`config.mk`:
```
export PLATFORM = sky130hd
export DESIGN_NAME = vga_fb_fetch_flat
export DESIGN_NICKNAME = d
export VERILOG_FILES = /design/src/rtl/vga_fb_pkg.sv /design/src/rtl/vga_fb_fetch_if.sv /design/src/rtl/vga_fb_wrbuf.sv /design/src/rtl/vga_fb_fetch.sv /design/src/flat_wrapper.sv
export SDC_FILE = /design/constraint.sdc
export NUM_CORES = 1
export LEC_CHECK = 0
export CAP_MARGIN = 20
export CORE_MARGIN = 5
export CORE_UTILIZATION = 45
export DETAILED_ROUTE_END_ITERATION = 8
export PLACE_DENSITY = 0.84
export SYNTH_ARGS = -nofsm -noshare
export SYNTH_HDL_FRONTEND = slang
export SYNTH_SLANG_ARGS = --single-unit
```
`constraint.sdc`:
```
create_clock -name clk -period 2.3 [get_ports clk]
set_input_delay 0.345 -clock clk [delete_from_list [all_inputs] [get_ports clk]]
set_output_delay 0.345 -clock clk [all_outputs]
set_load 0.05 [all_outputs]
```
`src/rtl/vga_fb_pkg.sv`:
```
// vga_fb_pkg: shared constants and types for the VGA framebuffer path.
// Used by the timing controller and by the framebuffer fetch stage.
//   - Visible raster size (H_ACTIVE x V_ACTIVE) and framebuffer size (FB_W x FB_H).
//   - RAM address / colour widths and RGB444 field positions.
//   - addr_in_range(): true when a word address lies inside the framebuffer.
package vga_fb_pkg;

    localparam int unsigned H_ACTIVE = 640;
    localparam int unsigned V_ACTIVE = 350;
    localparam int unsigned FB_W     = 320;
    localparam int unsigned FB_H     = 175;
    localparam int unsigned FB_WORDS = FB_W * FB_H;
    localparam int unsigned AW       = 16;
    localparam int unsigned CW       = 12;

    // RGB444 field positions within a colour word.
    localparam int unsigned R_LSB = 0;
    localparam int unsigned R_MSB = 3;
    localparam int unsigned G_LSB = 4;
    localparam int unsigned G_MSB = 7;
    localparam int unsigned B_LSB = 8;
    localparam int unsigned B_MSB = 11;

    typedef logic [AW-1:0] fb_addr_t;
    typedef logic [CW-1:0] fb_color_t;

    function automatic logic addr_in_range(input fb_addr_t addr);
        return 32'(addr) < FB_WORDS;
    endfunction

endpackage

```
`src/rtl/vga_fb_fetch_if.sv`:
```
// vga_fb_fetch_if: CPU write port into the framebuffer fetch stage.
//   wr_valid  master -> slave  write request
//   wr_ready  slave  -> master write accepted when wr_valid & wr_ready
//   wr_addr   master -> slave  framebuffer word address (y*FB_W + x)
//   wr_data   master -> slave  pixel to write
interface vga_fb_fetch_if
    import vga_fb_pkg::*;
();

    logic      wr_valid;
    logic      wr_ready;
    fb_addr_t  wr_addr;
    fb_color_t wr_data;

    modport master (
        output wr_valid,
        output wr_addr,
        output wr_data,
        input  wr_ready
    );

    modport slave (
        input  wr_valid,
        input  wr_addr,
        input  wr_data,
        output wr_ready
    );

endinterface

```
`src/rtl/vga_fb_wrbuf.sv`:
```
// vga_fb_wrbuf: single-entry CPU write buffer with framebuffer range check.
//   clk, rst_n   clock, asynchronous active-low reset
//   wr           CPU write port (slave side); wr_ready = buffer empty
//   drain        the fetch stage is consuming the pending entry this cycle
//   pend         an in-range write is waiting for a free RAM slot
//   pend_addr    address of the pending write
//   pend_data    data of the pending write
//   oor_count    (only with VGA_FB_OOR_COUNT_EN) saturating count of accepted
//                writes whose address is outside the framebuffer
// Out-of-range writes are always accepted and dropped; they never set pend.
module vga_fb_wrbuf
    import vga_fb_pkg::*;
(
    input  logic                 clk,
    input  logic                 rst_n,
    vga_fb_fetch_if.slave        wr,
    input  logic                 drain,
    output logic                 pend,
    output fb_addr_t             pend_addr,
    output fb_color_t            pend_data
`ifdef VGA_FB_OOR_COUNT_EN
    ,
    output logic [15:0]          oor_count
`endif
);

    logic      pend_q;
    fb_addr_t  addr_q;
    fb_color_t data_q;
    logic      accept;
    logic      in_range;

    assign wr.wr_ready = ~pend_q;
    assign accept      = wr.wr_valid & ~pend_q;
    assign in_range    = addr_in_range(wr.wr_addr);

    // Accept and drain are mutually exclusive: accept needs pend_q==0, drain needs pend_q==1.
    always_ff @(posedge clk or negedge rst_n) begin
        if (!rst_n) begin
            pend_q <= 1'b0;
            addr_q <= '0;
            data_q <= '0;
        end else if (accept && in_range) begin
            pend_q <= 1'b1;
            addr_q <= wr.wr_addr;
            data_q <= wr.wr_data;
        end else if (drain) begin
            pend_q <= 1'b0;
        end
    end

    assign pend      = pend_q;
    assign pend_addr = addr_q;
    assign pend_data = data_q;

`ifdef VGA_FB_OOR_COUNT_EN
    logic [15:0] oor_q;

    always_ff @(posedge clk or negedge rst_n) begin
        if (!rst_n) begin
            oor_q <= '0;
        end else if (accept && !in_range && (oor_q != 16'hFFFF)) begin
            oor_q <= oor_q + 16'd1;
        end
    end

    assign oor_count = oor_q;
`endif

endmodule

```
`src/rtl/vga_fb_fetch.sv`:
```
// vga_fb_fetch: framebuffer fetch stage feeding the VGA timing controller.
// A 320x175 framebuffer is scanned out 2x-scaled to 640x350 from a single-port
// synchronous RAM; CPU writes are slotted into the cycles the scan-out leaves free.
//   clk, rst_n   pixel clock, asynchronous active-low reset
//   px, py       raster position from the timing controller
//   color        pixel colour for the px/py presented one cycle earlier
//   wr           CPU write port (slave side of vga_fb_fetch_if)
//   ram_addr     RAM address (combinational)
//   ram_we       RAM write enable (combinational)
//   ram_wdata    RAM write data (combinational)
//   ram_rdata    RAM read data, valid one cycle after its address
//   oor_count    only when VGA_FB_OOR_COUNT_EN is defined: saturating count of
//                accepted out-of-range CPU writes
module vga_fb_fetch
    import vga_fb_pkg::*;
(
    input  logic                 clk,
    input  logic                 rst_n,
    input  logic [9:0]           px,
    input  logic [9:0]           py,
    output fb_color_t            color,
    vga_fb_fetch_if.slave        wr,
    output fb_addr_t             ram_addr,
    output logic                 ram_we,
    output fb_color_t            ram_wdata,
    input  fb_color_t            ram_rdata
`ifdef VGA_FB_OOR_COUNT_EN
    ,
    output logic [15:0]          oor_count
`endif
);

    localparam logic [9:0] HActive = 10'(H_ACTIVE);
    localparam logic [9:0] VActive = 10'(V_ACTIVE);
    localparam logic [9:0] VLast   = 10'(V_ACTIVE - 1);
    localparam fb_addr_t   FbW     = AW'(FB_W);

    logic      active;
    logic      rd_slot;
    logic      drain;
    logic      pend;
    fb_addr_t  pend_addr;
    fb_color_t pend_data;

    fb_addr_t  line_base_q;
    fb_addr_t  line_base_d;
    logic      rd_q;
    logic      act_q;
    fb_color_t hold_q;

    // Out-of-range positions (px>=640 or py>=350, including values the controller
    // never produces) fall through as blanking.
    assign active  = (px < HActive) && (py < VActive);
    // Even visible pixels fetch a word; the following odd pixel reuses it.
    assign rd_slot = active && !px[0];
    assign drain   = pend && !rd_slot;

    vga_fb_wrbuf u_wrbuf (
        .clk       (clk),
        .rst_n     (rst_n),
        .wr        (wr),
        .drain     (drain),
        .pend      (pend),
        .pend_addr (pend_addr),
        .pend_data (pend_data)
`ifdef VGA_FB_OOR_COUNT_EN
        ,
        .oor_count (oor_count)
`endif
    );

    always_comb begin
        ram_addr  = '0;
        ram_we    = 1'b0;
        ram_wdata = '0;
        if (rd_slot) begin
            ram_addr = line_base_q + {{(AW - 9){1'b0}}, px[9:1]};
        end else if (pend) begin
            ram_addr  = pend_addr;
            ram_we    = 1'b1;
            ram_wdata = pend_data;
        end
    end

    // Each framebuffer row covers two scan lines, so the base only advances
    // after the odd line of a pair and rewinds after the last visible line.
    always_comb begin
        line_base_d = line_base_q;
        if (px == HActive) begin
            if (py == VLast) begin
                line_base_d = '0;
            end else if (py[0]) begin
                line_base_d = line_base_q + FbW;
            end
        end
    end

    always_ff @(posedge clk or negedge rst_n) begin
        if (!rst_n) begin
            line_base_q <= '0;
            rd_q        <= 1'b0;
            act_q       <= 1'b0;
            hold_q      <= '0;
        end else begin
            line_base_q <= line_base_d;
            rd_q        <= rd_slot;
            act_q       <= active;
            if (rd_q) begin
                hold_q <= ram_rdata;
            end
        end
    end

    assign color = act_q ? (rd_q ? ram_rdata : hold_q) : '0;

endmodule

```
`src/flat_wrapper.sv`:
```
// flat-port wrapper written by rule: the top's interface ports become plain ports
module vga_fb_fetch_flat import vga_fb_pkg::*;
  (clk, rst_n, px, py, color, ram_addr, ram_we, ram_wdata, ram_rdata, wr_wr_valid, wr_wr_addr, wr_wr_data, wr_wr_ready);
  vga_fb_fetch_if wr_i ();
  input  logic clk;
  input  logic rst_n;
  input  logic [9:0] px;
  input  logic [9:0] py;
  output fb_color_t color;
  output fb_addr_t ram_addr;
  output logic ram_we;
  output fb_color_t ram_wdata;
  input  fb_color_t ram_rdata;
  input wire logic [$bits(wr_i.wr_valid)-1:0] wr_wr_valid;
  input wire logic [$bits(wr_i.wr_addr)-1:0] wr_wr_addr;
  input wire logic [$bits(wr_i.wr_data)-1:0] wr_wr_data;
  output wire logic [$bits(wr_i.wr_ready)-1:0] wr_wr_ready;
  assign wr_i.wr_valid = wr_wr_valid;
  assign wr_i.wr_addr = wr_wr_addr;
  assign wr_i.wr_data = wr_wr_data;
  assign wr_wr_ready = wr_i.wr_ready;
  vga_fb_fetch u_core (.clk(clk), .rst_n(rst_n), .px(px), .py(py), .color(color), .wr(wr_i), .ram_addr(ram_addr), .ram_we(ram_we), .ram_wdata(ram_wdata), .ram_rdata(ram_rdata));
endmodule
```
==> summary.txt, run 1 <==
Logic synthesis
  • Synth area leaders: dfrtp_1, mux2_2, nand3_1
  • Simple-gate share of the synthesized area: 19.55%
  • EDFF count, synth: 0
  • Sequential fraction of the synthesis area: 45.95%
  • Synth Area in Compound Gates: 9.796%
  • Largest family of logic cells by synthesized area: simple AND/OR/NAND/NOR gates
  • Post-Synth XOR/XNOR Area: 2.427%
  • Syn_nets: 337
  • Cell count after synthesis: 270
  • Post-synthesis instance area: 2887 um^2
  • Main synth FF type: dfrtp_1
  • Yosys top cell by area: dfrtp_1
  • Syn Area/Cell: roughly 11 um^2
  • Post-synth top area share: 45.95%
  • Post-synth cell types: between 40 and 50
  • Async SR Flop Fraction: between 90% and 100%
  • Post-Synth Adder-Cell Area: roughly 1.7%
  • Yosys warns: 0
  • Mux cell area share after synthesis: 15.86%
  • Flops & latches, synth: 53

Floorplanning
  • Die Height: 90.09 um
  • Row cnt: 29
  • Core box area: 6277 um^2
  • Starting utilization of the core area: a little under half
  • Die width: around 90 um
  • I/O pins: 105
  • Die area: between 8000 and 9000 um^2

Outcome
  • Status: complete, but fails checks
  • Failing checks: negative setup slack

Worst setup path
  • Startpoint types: flip-flop
  • Crit end category: output pin
  • CP arrival: 1.97 ns
  • Crit path required time: between 1.5 and 2 ns
  • R2R Path End: u_core.u_wrbuf.pend_data[0]$_DFFE_PN0P_
  • Critical-path maximum fanout: 5
  • Critical R2R Launch: u_core.u_wrbuf.pend$_DFFE_PN0P_
  • R2R setup slack: around 0.62 ns
  • CP max stage delay: 0.44 ns
  • Worst Reg-to-Reg Cells: 6
  • Worst-path cell chain: ha_4, a211oi_2, buf_4, nor2_2, xnor2_2, o21ai_4, buf_12
  • Slowest cell on crit path: dfrtp_2
  • Crit path kind: flip-flop to output pin

STA
  • Max-slew headroom: about 65%
  • Period utilization: 100.5%
  • Hold Vio Cnt, Final: 0
  • RSZ-0062 raised after global routing: true
  • Fmax: 432.5 MHz
  • Post-route clock skew: 0.007938 ns
  • Setup WS post-layout: -0.01210 ns
  • Final setup vio count: 1
  • Final min period: 2.312 ns
  • Final Hold Slack: 0.007244 ns
  • Fin. max-slew vios: 0
  • Slew @ Worst Pin: ~0.53 ns

CTS
  • Hold-fix buffers, CTS: 0
  • Htree depth: 2
  • Clk slew on worst S/H paths: about 0.09 ns
  • TritonCTS clock tree: yes
  • Clock Tree Buf Depth: 2
  • Clk_lat worst skew: about 0.3 ns
  • Num CTS Buffers: 5
  • # clock sinks: 53
  • Root Buffer: clkbuf_8

Final layout
  • Final antenna diode count: 0
  • Synth-to-layout area growth: 62.25%
  • Filler instances: 438
  • Multi-input gate area: 1568 um^2
  • FF/Latch Area: approximately 1300 um^2
  • Share of layout cells above drive strength 1: 39.69%
  • Fin nets: 460

Worst hold path
  • Hold Crit Class: primary input to asynchronous set/reset pin

Placement
  • GP Congestion: 0.8951
  • Post-DP HPWL: 6175 um
  • Port Buffers: 104

Global route
  • Initial antenna violation count: 0
  • First-pass GRT wire length: 13520 um
  • Largest net degree at the start of global routing: 33
  • GRT Total Usage: 20.32%
  • Vias in the first global route: 2823
  • GRT overflow: 0

Power
  • Reg power frac: 40.2%
  • Peak VDD IR: ~0.00037 V
  • Combinational share of power: 39.0%
  • Net Sw Frac: 32.29%
  • Switching power total: 931.8 uW
  • Pwr dens: 616.1 nW/um^2
  • Total chip power: 2886 uW
  • Clock share of power: between 20% and 30%
  • Static Leak: 0.002062 uW
  • P_int: roughly 2000 uW

Drt
  • Antenna Nets Post-Route: 0
  • DR vias: 2602
  • Initial drt markers: 101
  • Final WL: ~8600 um
  • Routed vias/inst: 5.536
  • Residual DRC: 0
  • Avg WL per Cell: 18.24 um
  • DRT Pass-1 Iters: 4

Job
  • Max-cap violations: 0
## critical path: cells and delay by family (launching register included)
kind | cells | cell delay, ns
XOR/XNOR | 1 | 0.14
AO/OA/AOI/OAI | 2 | 0.44
buffers and inverters | 2 | 0.35
AND/OR/NAND/NOR | 1 | 0.06
flip-flops | 1 | 0.44
adder cells (fa/ha/maj) | 1 | 0.23
## synth_stat cells (4+ instances only)
library cell and count:
and2_1 13, mux2_2 38, ha_1 4, a21oi_1 11, inv_1 8, buf_2 6, o21ai_0 14, dfrtp_1 53
nand3_1 17, xnor2_1 8, clkbuf_1 6, nand2_1 19, nor2_1 4, and3_1 13
## how the worst max path moves through the flow
stage | start | cells after the start | endpoint
final | u_core.line_base_q[7]$_DFFE_PN0P_ | 7 | ram_addr[11]
after global routing | u_core.line_base_q[8]$_DFFE_PN0P_ | 7 | ram_addr[12]
after CTS | u_core.line_base_q[8]$_DFFE_PN0P_ | 7 | ram_addr[15]
after detailed placement | px[8] | 8 | ram_addr[15]
after global placement | px[8] | 8 | ram_addr[15]
after floorplan | u_core.line_base_q[7]$_DFFE_PN0P_ | 4 | ram_addr[9]
## cell families (layout without fill, tap and decap cells)
logic type | after synthesis | after routing
fa+ha+maj | 4 | 4
buf+inv | 25 | 148
simple gates | 93 | 93
compound gates | 46 | 46
xor+xnor | 8 | 8
flops | 53 | 53
mux | 41 | 41
## power groups by stage
stage / Sequential [uW] / Combinational, uW / Clock (uW)
after detailed placement: 1180 / 1090 / 0
after CTS: 1160 / 1120 / 620
after global routing: 1180 / 1180 / 655
after floorplan: 1140 / 588 / 0
final: 1160 / 1120 / 601
after global placement: 1170 / 1060 / 0
## final cells by class
cell class | instances | share of cell area [%]
inverters | 9 | 0.8015
well taps | 77 | 2.057
flip-flops and latches | 53 | 28.40
clock inverters | 2 | 0.7481
multi-input cells | 192 | 33.48
clock buffers | 5 | 1.469
repair buffers | 132 | 33.05
## placed cells by master (no fill, tap or decap), types with 3 or more instances in the layout
cell / instances
and3_1: 12
nand2_1: 17
xnor2_1: 7
buf_4: 31
nor3_2: 3
dfrtp_2: 3
o21ai_0: 5
clkdlybuf4s50_1: 50
and2_1: 13
buf_6: 6
mux2_2: 38
buf_12: 29
or3b_1: 3
mux2i_1: 3
inv_1: 8
nand2_2: 3
o21ai_2: 9
nand3_1: 17
clkbuf_8: 5
dfrtp_1: 50
a21o_1: 3
dlygate4sd2_1: 11
a21oi_1: 10
## flip-flops by register name, summed over array words and instances (netlist names)
signal	count
u_core.u_wrbuf.pend_addr	16
u_core.u_wrbuf.pend_data	12
u_core.u_wrbuf.pend	1
u_core.line_base_q	10
u_core.rd_q	1
u_core.act_q	1
u_core.hold_q	12
## through the flow
step           utilization, %  area (um^2)  worst slack (ns)  cells  setup TNS, ns
2_1_floorplan               -         2905           -0.3939    270        -0.5849
3_3_place_gp            69.28         4349           -0.2433    454         -1.453
3_5_place_dp            69.28         4349           -0.2675    454         -2.407
4_1_cts                 73.27         4599          -0.02850    466       -0.02850
5_1_grt                 74.61         4683          -0.06936    470        -0.3236
6_report                74.61         4683          -0.01210    470       -0.01210
## layer usage
metal / track usage, % / vias to the layer above / share of wire (%)
met2: 35.73 / 112 / 52
met4: 8.561 / 0 / 3.3
met3: 5.760 / 23 / 6.2
met5: 0 / - / 0
met1: 22.90 / 1265 / 39
li1: - / 1202 / -
## timing repair
| action | in CTS | in global routing |
|---|---|---|
| resized for setup | 32 | 15 |
| buffers inserted | 4 | 3 |
| pin swaps | 5 | 3 |
| hold endpoints to repair | 0 | 0 |
| endpoints found under the setup margin | 28 | 29 |
| cloned | 1 | 1 |
No activity file was read; power rests on OpenSTA's default activity.
==> inputs of run 2 (changes only) <==
--- a/config.mk
+++ b/config.mk
@@ -6,7 +6,7 @@
 export NUM_CORES = 1
 export LEC_CHECK = 0
 export CAP_MARGIN = 20
-export CORE_MARGIN = 5
+export CORE_MARGIN = 2
 export CORE_UTILIZATION = 45
 export DETAILED_ROUTE_END_ITERATION = 8
 export PLACE_DENSITY = 0.84
==> summary.txt, run 2 (same netlist as run 1, synthesis figures left out) <==
Drt
  • Met3 WL post-DR: 484 um
  • Initial drt markers: 173
  • Avg WL per Cell: roughly 17 um
  • DRT Pass-1 Iters: 4
  • M1 wire length: 3316 um
  • Residual DRC: 0
  • Final WL: approximately 8100 um
  • Antenna Nets Post-Route: 0
  • DR vias: around 2600
  • Routed vias/inst: about 5.4
  • Met2 WL: 4165 um
  • Max Used Layer: met4

Worst setup path
  • Critical-path maximum fanout: 5
  • R2R Path End: u_core.u_wrbuf.pend_addr[12]$_DFFE_PN0P_
  • CP arrival: roughly 2 ns
  • Worst Reg-to-Reg Cells: 6
  • Startpoint types: flip-flop
  • R2R setup slack: 0.59 ns
  • Crit end category: output pin
  • Critical R2R Launch: u_core.u_wrbuf.pend$_DFFE_PN0P_
  • Crit path kind: flip-flop to output pin
  • Crit path required time: 1.96 ns

CTS
  • Hold-fix buffers, CTS: 0
  • Clk slew on worst S/H paths: 0.10 ns
  • # clock sinks: 53
  • Clk_lat worst skew: 0.31 ns
  • Num CTS Buffers: 5
  • Htree depth: 2
  • Clock Tree Buf Depth: 2
  • TritonCTS clock tree: yes
  • Root Buffer: clkbuf_8

Global route
  • First-pass GRT wire length: 13510 um
  • GRT Total Usage: about a quarter
  • GRT overflow: 0
  • Vias in the first global route: approximately 2700
  • Initial antenna violation count: 0
  • Largest net degree at the start of global routing: 54

Power
  • Combinational share of power: 40.0%
  • Pwr dens: roughly 600 nW/um^2
  • Static Leak: 0.002068 uW
  • Switching power total: a little under 1000 uW
  • Total chip power: around 2800 uW
  • P_int: around 1900 uW
  • Reg power frac: 40.8%
  • Clock share of power: 19.2%
  • Net Sw Frac: 34.32%
  • Peak VDD IR: 0.0003923 V

STA
  • Final min period: roughly 2.3 ns
  • Post-route clock skew: 0.007578 ns
  • Fin. max-slew vios: 0
  • Fmax: 429.5 MHz
  • Max-slew headroom: between 50 and 60%
  • Setup WS post-layout: -0.02849 ns
  • Final Hold Slack: 0.1316 ns
  • Period utilization: 101.2%
  • Hold Vio Cnt, Final: 0
  • Final setup vio count: 3
  • RSZ-0062 raised after global routing: true
  • Slew @ Worst Pin: 0.6713 ns

Placement
  • Placed Cells: about 460
  • Post-DP HPWL: just under 6000 um
  • GP Congestion: 0.8253
  • Port Buffers: about 100
  • Post-DP Area: 4314 um^2

Floorplanning
  • Row cnt: 29
  • Die Height: between 80 and 90 um
  • Starting utilization of the core area: 45.98%
  • I/O pins: 105
  • Die area: 7071 um^2
  • Core box area: approximately 6300 um^2
  • Die width: 84.09 um

Final layout
  • Fin nets: 464
  • Multi-input gate area: ~1700 um^2
  • Share of layout cells above drive strength 1: between 40 and 50%
  • Most frequent cells in the layout: dfrtp_1, clkdlybuf4s50_1, buf_4
  • FF/Latch Area: 1328 um^2
  • Final Non-Filler Cells: about 480
  • Final instance area: 4743 um^2
  • Largest register FFs: 16
  • Most common cell after layout, fill and taps aside: dfrtp_1
  • Synth-to-layout area growth: 64.33%
  • Final antenna diode count: 0
  • Filler instances: about 420

Outcome
  • Status: complete, but fails checks
  • Failing checks: negative setup slack

Job
  • Max-cap violations: 0

Worst hold path
  • Hold Crit Class: primary input to asynchronous set/reset pin
## run 2: cell count changes in the layout (fill, tap and decap cells not counted), moves of 2 or more
cell / before / now
and3_1: 12 / 4
and3_4: 1 / 9
buf_12: 29 / 27
buf_4: 31 / 40
dfrtp_1: 50 / 52
dfrtp_2: 3 / 1
## run 2: timing repair
| item | in CTS | in global routing |
|---|---|---|
| cloned | 1 | 0 |
| buffers inserted | 8 | 2 |
| gates resized for setup | 45 | 13 |
| endpoints found under the setup margin | 28 | 29 |
| pin swaps | 10 | 4 |
| hold endpoints to repair | 0 | 0 |
## run 2: through the flow
step | util, % | setup TNS [ns] | setup slack [ns]
final | 75.56 | -0.05790 | -0.02849
after global routing | 75.56 | -0.5784 | -0.1249
after CTS | 74.49 | -0.02198 | -0.01174
after detailed placement | 68.73 | -4.281 | -0.2641
after global placement | 68.73 | -3.117 | -0.2671
after floorplan | - | -0.5849 | -0.3939
## run 2: worst max-delay path, cell delays in order, from the launching register on
cell	delay, ns
dfrtp_1	0.44
ha_4	0.30
o211ai_1	0.10
buf_4	0.20
nor3_1	0.18
xnor2_1	0.11
o21ai_2	0.17
buf_12	0.16
## run 2: layout make-up
| type | instances | share of cell area (%) |
|---|---|---|
| Timing Repair Buffer | 136 | 32.45 |
| Inverter | 9 | 0.7386 |
| Sequential cell | 53 | 27.99 |
| Clock inverter | 3 | 0.4484 |
| Tap cell | 77 | 2.031 |
| Clock buffer | 5 | 1.451 |
| Multi-Input combinational cell | 192 | 34.90 |
## run 2: metal layers
metal,track usage (%),vias to the layer above
li1,-,1218
met1,30.35,1234
met2,41.77,112
met3,4.451,10
met4,6.891,0
met5,0,-
## run 2: how the worst max path moves through the flow
stage | cells past startpoint | end | from
after floorplan | 4 | ram_addr[9] | u_core.line_base_q[7]$_DFFE_PN0P_
after global placement | 8 | ram_addr[15] | px[8]
after detailed placement | 8 | ram_addr[15] | px[8]
after CTS | 6 | ram_addr[9] | u_core.line_base_q[7]$_DFFE_PN0P_
after global routing | 7 | ram_addr[12] | u_core.line_base_q[8]$_DFFE_PN0P_
final | 7 | ram_addr[14] | u_core.line_base_q[8]$_DFFE_PN0P_
## run 2: power groups by stage
stage	registers (uW)	clock network (uW)	logic [uW]
6_report	1160	545	1130
5_1_grt	1180	593	1190
3_5_place_dp	1170	0	1070
4_1_cts	1160	558	1130
2_1_floorplan	1140	0	588
3_3_place_gp	1160	0	1050
==> RTL edit, RTL diff (config.mk and constraints of run 1) <==
The package constant `AW` goes from 16 to 15.
--- a/src/rtl/vga_fb_pkg.sv
+++ b/src/rtl/vga_fb_pkg.sv
@@ -12,3 +12,3 @@
     localparam int unsigned FB_WORDS = FB_W * FB_H;
-    localparam int unsigned AW       = 16;
+    localparam int unsigned AW       = 15;
     localparam int unsigned CW       = 12;
Interface: changed (resized ram_addr and wr_wr_addr); port bits go from 105 to 103. No check against the original RTL was run, so the function may have changed too.
==> RTL edit against run 1 <==
  * The run still ends with negative setup slack left
  * Utilization grew 8.9 points
  * Synthesized area shrank 5.9%
  * First-iteration DRC count grew 74%
  * Setup slack lost 180 ps
  * Sequential cell count shrank 2
  * Final area grew 5.0%
  * Total power shrank 0.70%
  * Fmax shrank 7.4%
  * Wire length grew 20%
  * Largest cell class is now non-clock buffers
  * Largest power group is now combinational cells
==> RTL edit: results (changes against run 1) <==
[route]
drt_iter0_markers = 176  ; +74%
met1_length_um = 3770  ; +14%
totalWireLength_um = 10300  ; +20%
dr_wl_met2_um = 5370  ; +21%
dr.pass1.iters = 5  ; +1
viasPerCell = 5.70  ; +2.9%
num_vias = 2706  ; +4.0%

[timing]
timing.final.ws_setup_ps = -197  ; -184 ps
slew_headroom_pct = 54.1  ; -10 points
whs_ps = 75.1  ; +67.8 ps
finalSetupViolations = 7  ; +6

[place]
port_buffers = 102  ; -1.9%
place_ws_ps = -376  ; -109 ps
place_hpwl_um = 6140  ; -0.56%
dp_cells = 445  ; -2.0%
place_area_um2 = 4270  ; -1.9%

[global_route]
met1_usage_pct = 31.5  ; +8.6 points
first_global_vias = 2917  ; +3.3%
grt_max_degree = 31  ; -6.1%
grt_pass1_wl_um = 15500  ; +14%
use_met2_pct = 45.1  ; +9.4 points
grt_use_total_pct = 26.4  ; +6.0 points

[pwr]
vdd_ir_drop_max_uv = 643  ; +76%
p_sw_mw = 0.952  ; +2.1%
p_leak_nw = 2.10  ; +2.0%
internal_power_mw = 1.91  ; -2.0%

[final_layout]
n_all_buffers = 153  ; +16%
multi_input_comb_area_um2 = 1660  ; +6.1%
syn2layout_area_growth_pct = 80.9
buf_share_pct = 35.6  ; +2.6 points
drive_gt1_share_pct = 50.2  ; +11 points
regArea_um2 = 1280  ; -4.0%
multi_input_cells = 184  ; -4.2%
largest_reg_flops = 15  ; -1

[logic_synthesis]
synth_fp_nets = 322  ; -4.5%
ys_seq_elements = 51  ; -3.8%
synth_compound_area_share_pct = 10.6  ; +0.84 points
synthMuxAreaShare_pct = 16.2  ; +0.30 points
yosys-top-cells-area = dfrtp_1 (47%), mux2_2 (16%), o21ai_0 (4.2%)
synth_xor_area_share_pct = 2.90  ; +0.47 points
syn_inst = 255  ; -5.6%
synth.distinct_cells = 38  ; -22%
synth_seq_area_share_pct = 47.0  ; +1.0 points
synthAdderAreaFrac_pct = 2.30  ; +0.57 points

[clock_network]
cts_root_buf = clkbuf_8
cts_setup_buffers = 16  ; +12

[die]
die_area_um2 = 7690  ; -5.2%

[outcome]
status = finished with violations
violations = negative setup slack

[worst_setup_path]
worst-path-max-fanout = 2  ; -3

RTL edit: cell types whose count changed after synthesis, sizes merged, moves of 3 or more:
| cell | delta |
|---|---|
| nor2 | +13 |
| nand2 | -7 |
| o21ai | +6 |
| a21oi | -5 |
| nor2b | +4 |
| inv | -3 |
| mux2i | -3 |
| o41ai | +3 |
| or3b | -3 |
RTL edit: worst paths after layout:
path | to | cells past startpoint
max in group asynchronous | u_core.hold_q[8] | 2
min in group clk | u_core.hold_q[0] | 1
max | ram_addr[11] | 8
min | u_core.u_wrbuf.pend_data[6] | 1
min reg2reg | u_core.hold_q[0] | 1
max reg2reg | u_core.u_wrbuf.pend_addr[11] | 4
RTL edit: critical path, stage by stage, from the launching register on:
cell,delay (ps)
dfrtp_1,420
ha_4,230
a21o_1,180
buf_4,160
a21oi_4,220
nor2_2,70
xnor2_1,150
o21ai_2,240
buf_12,170
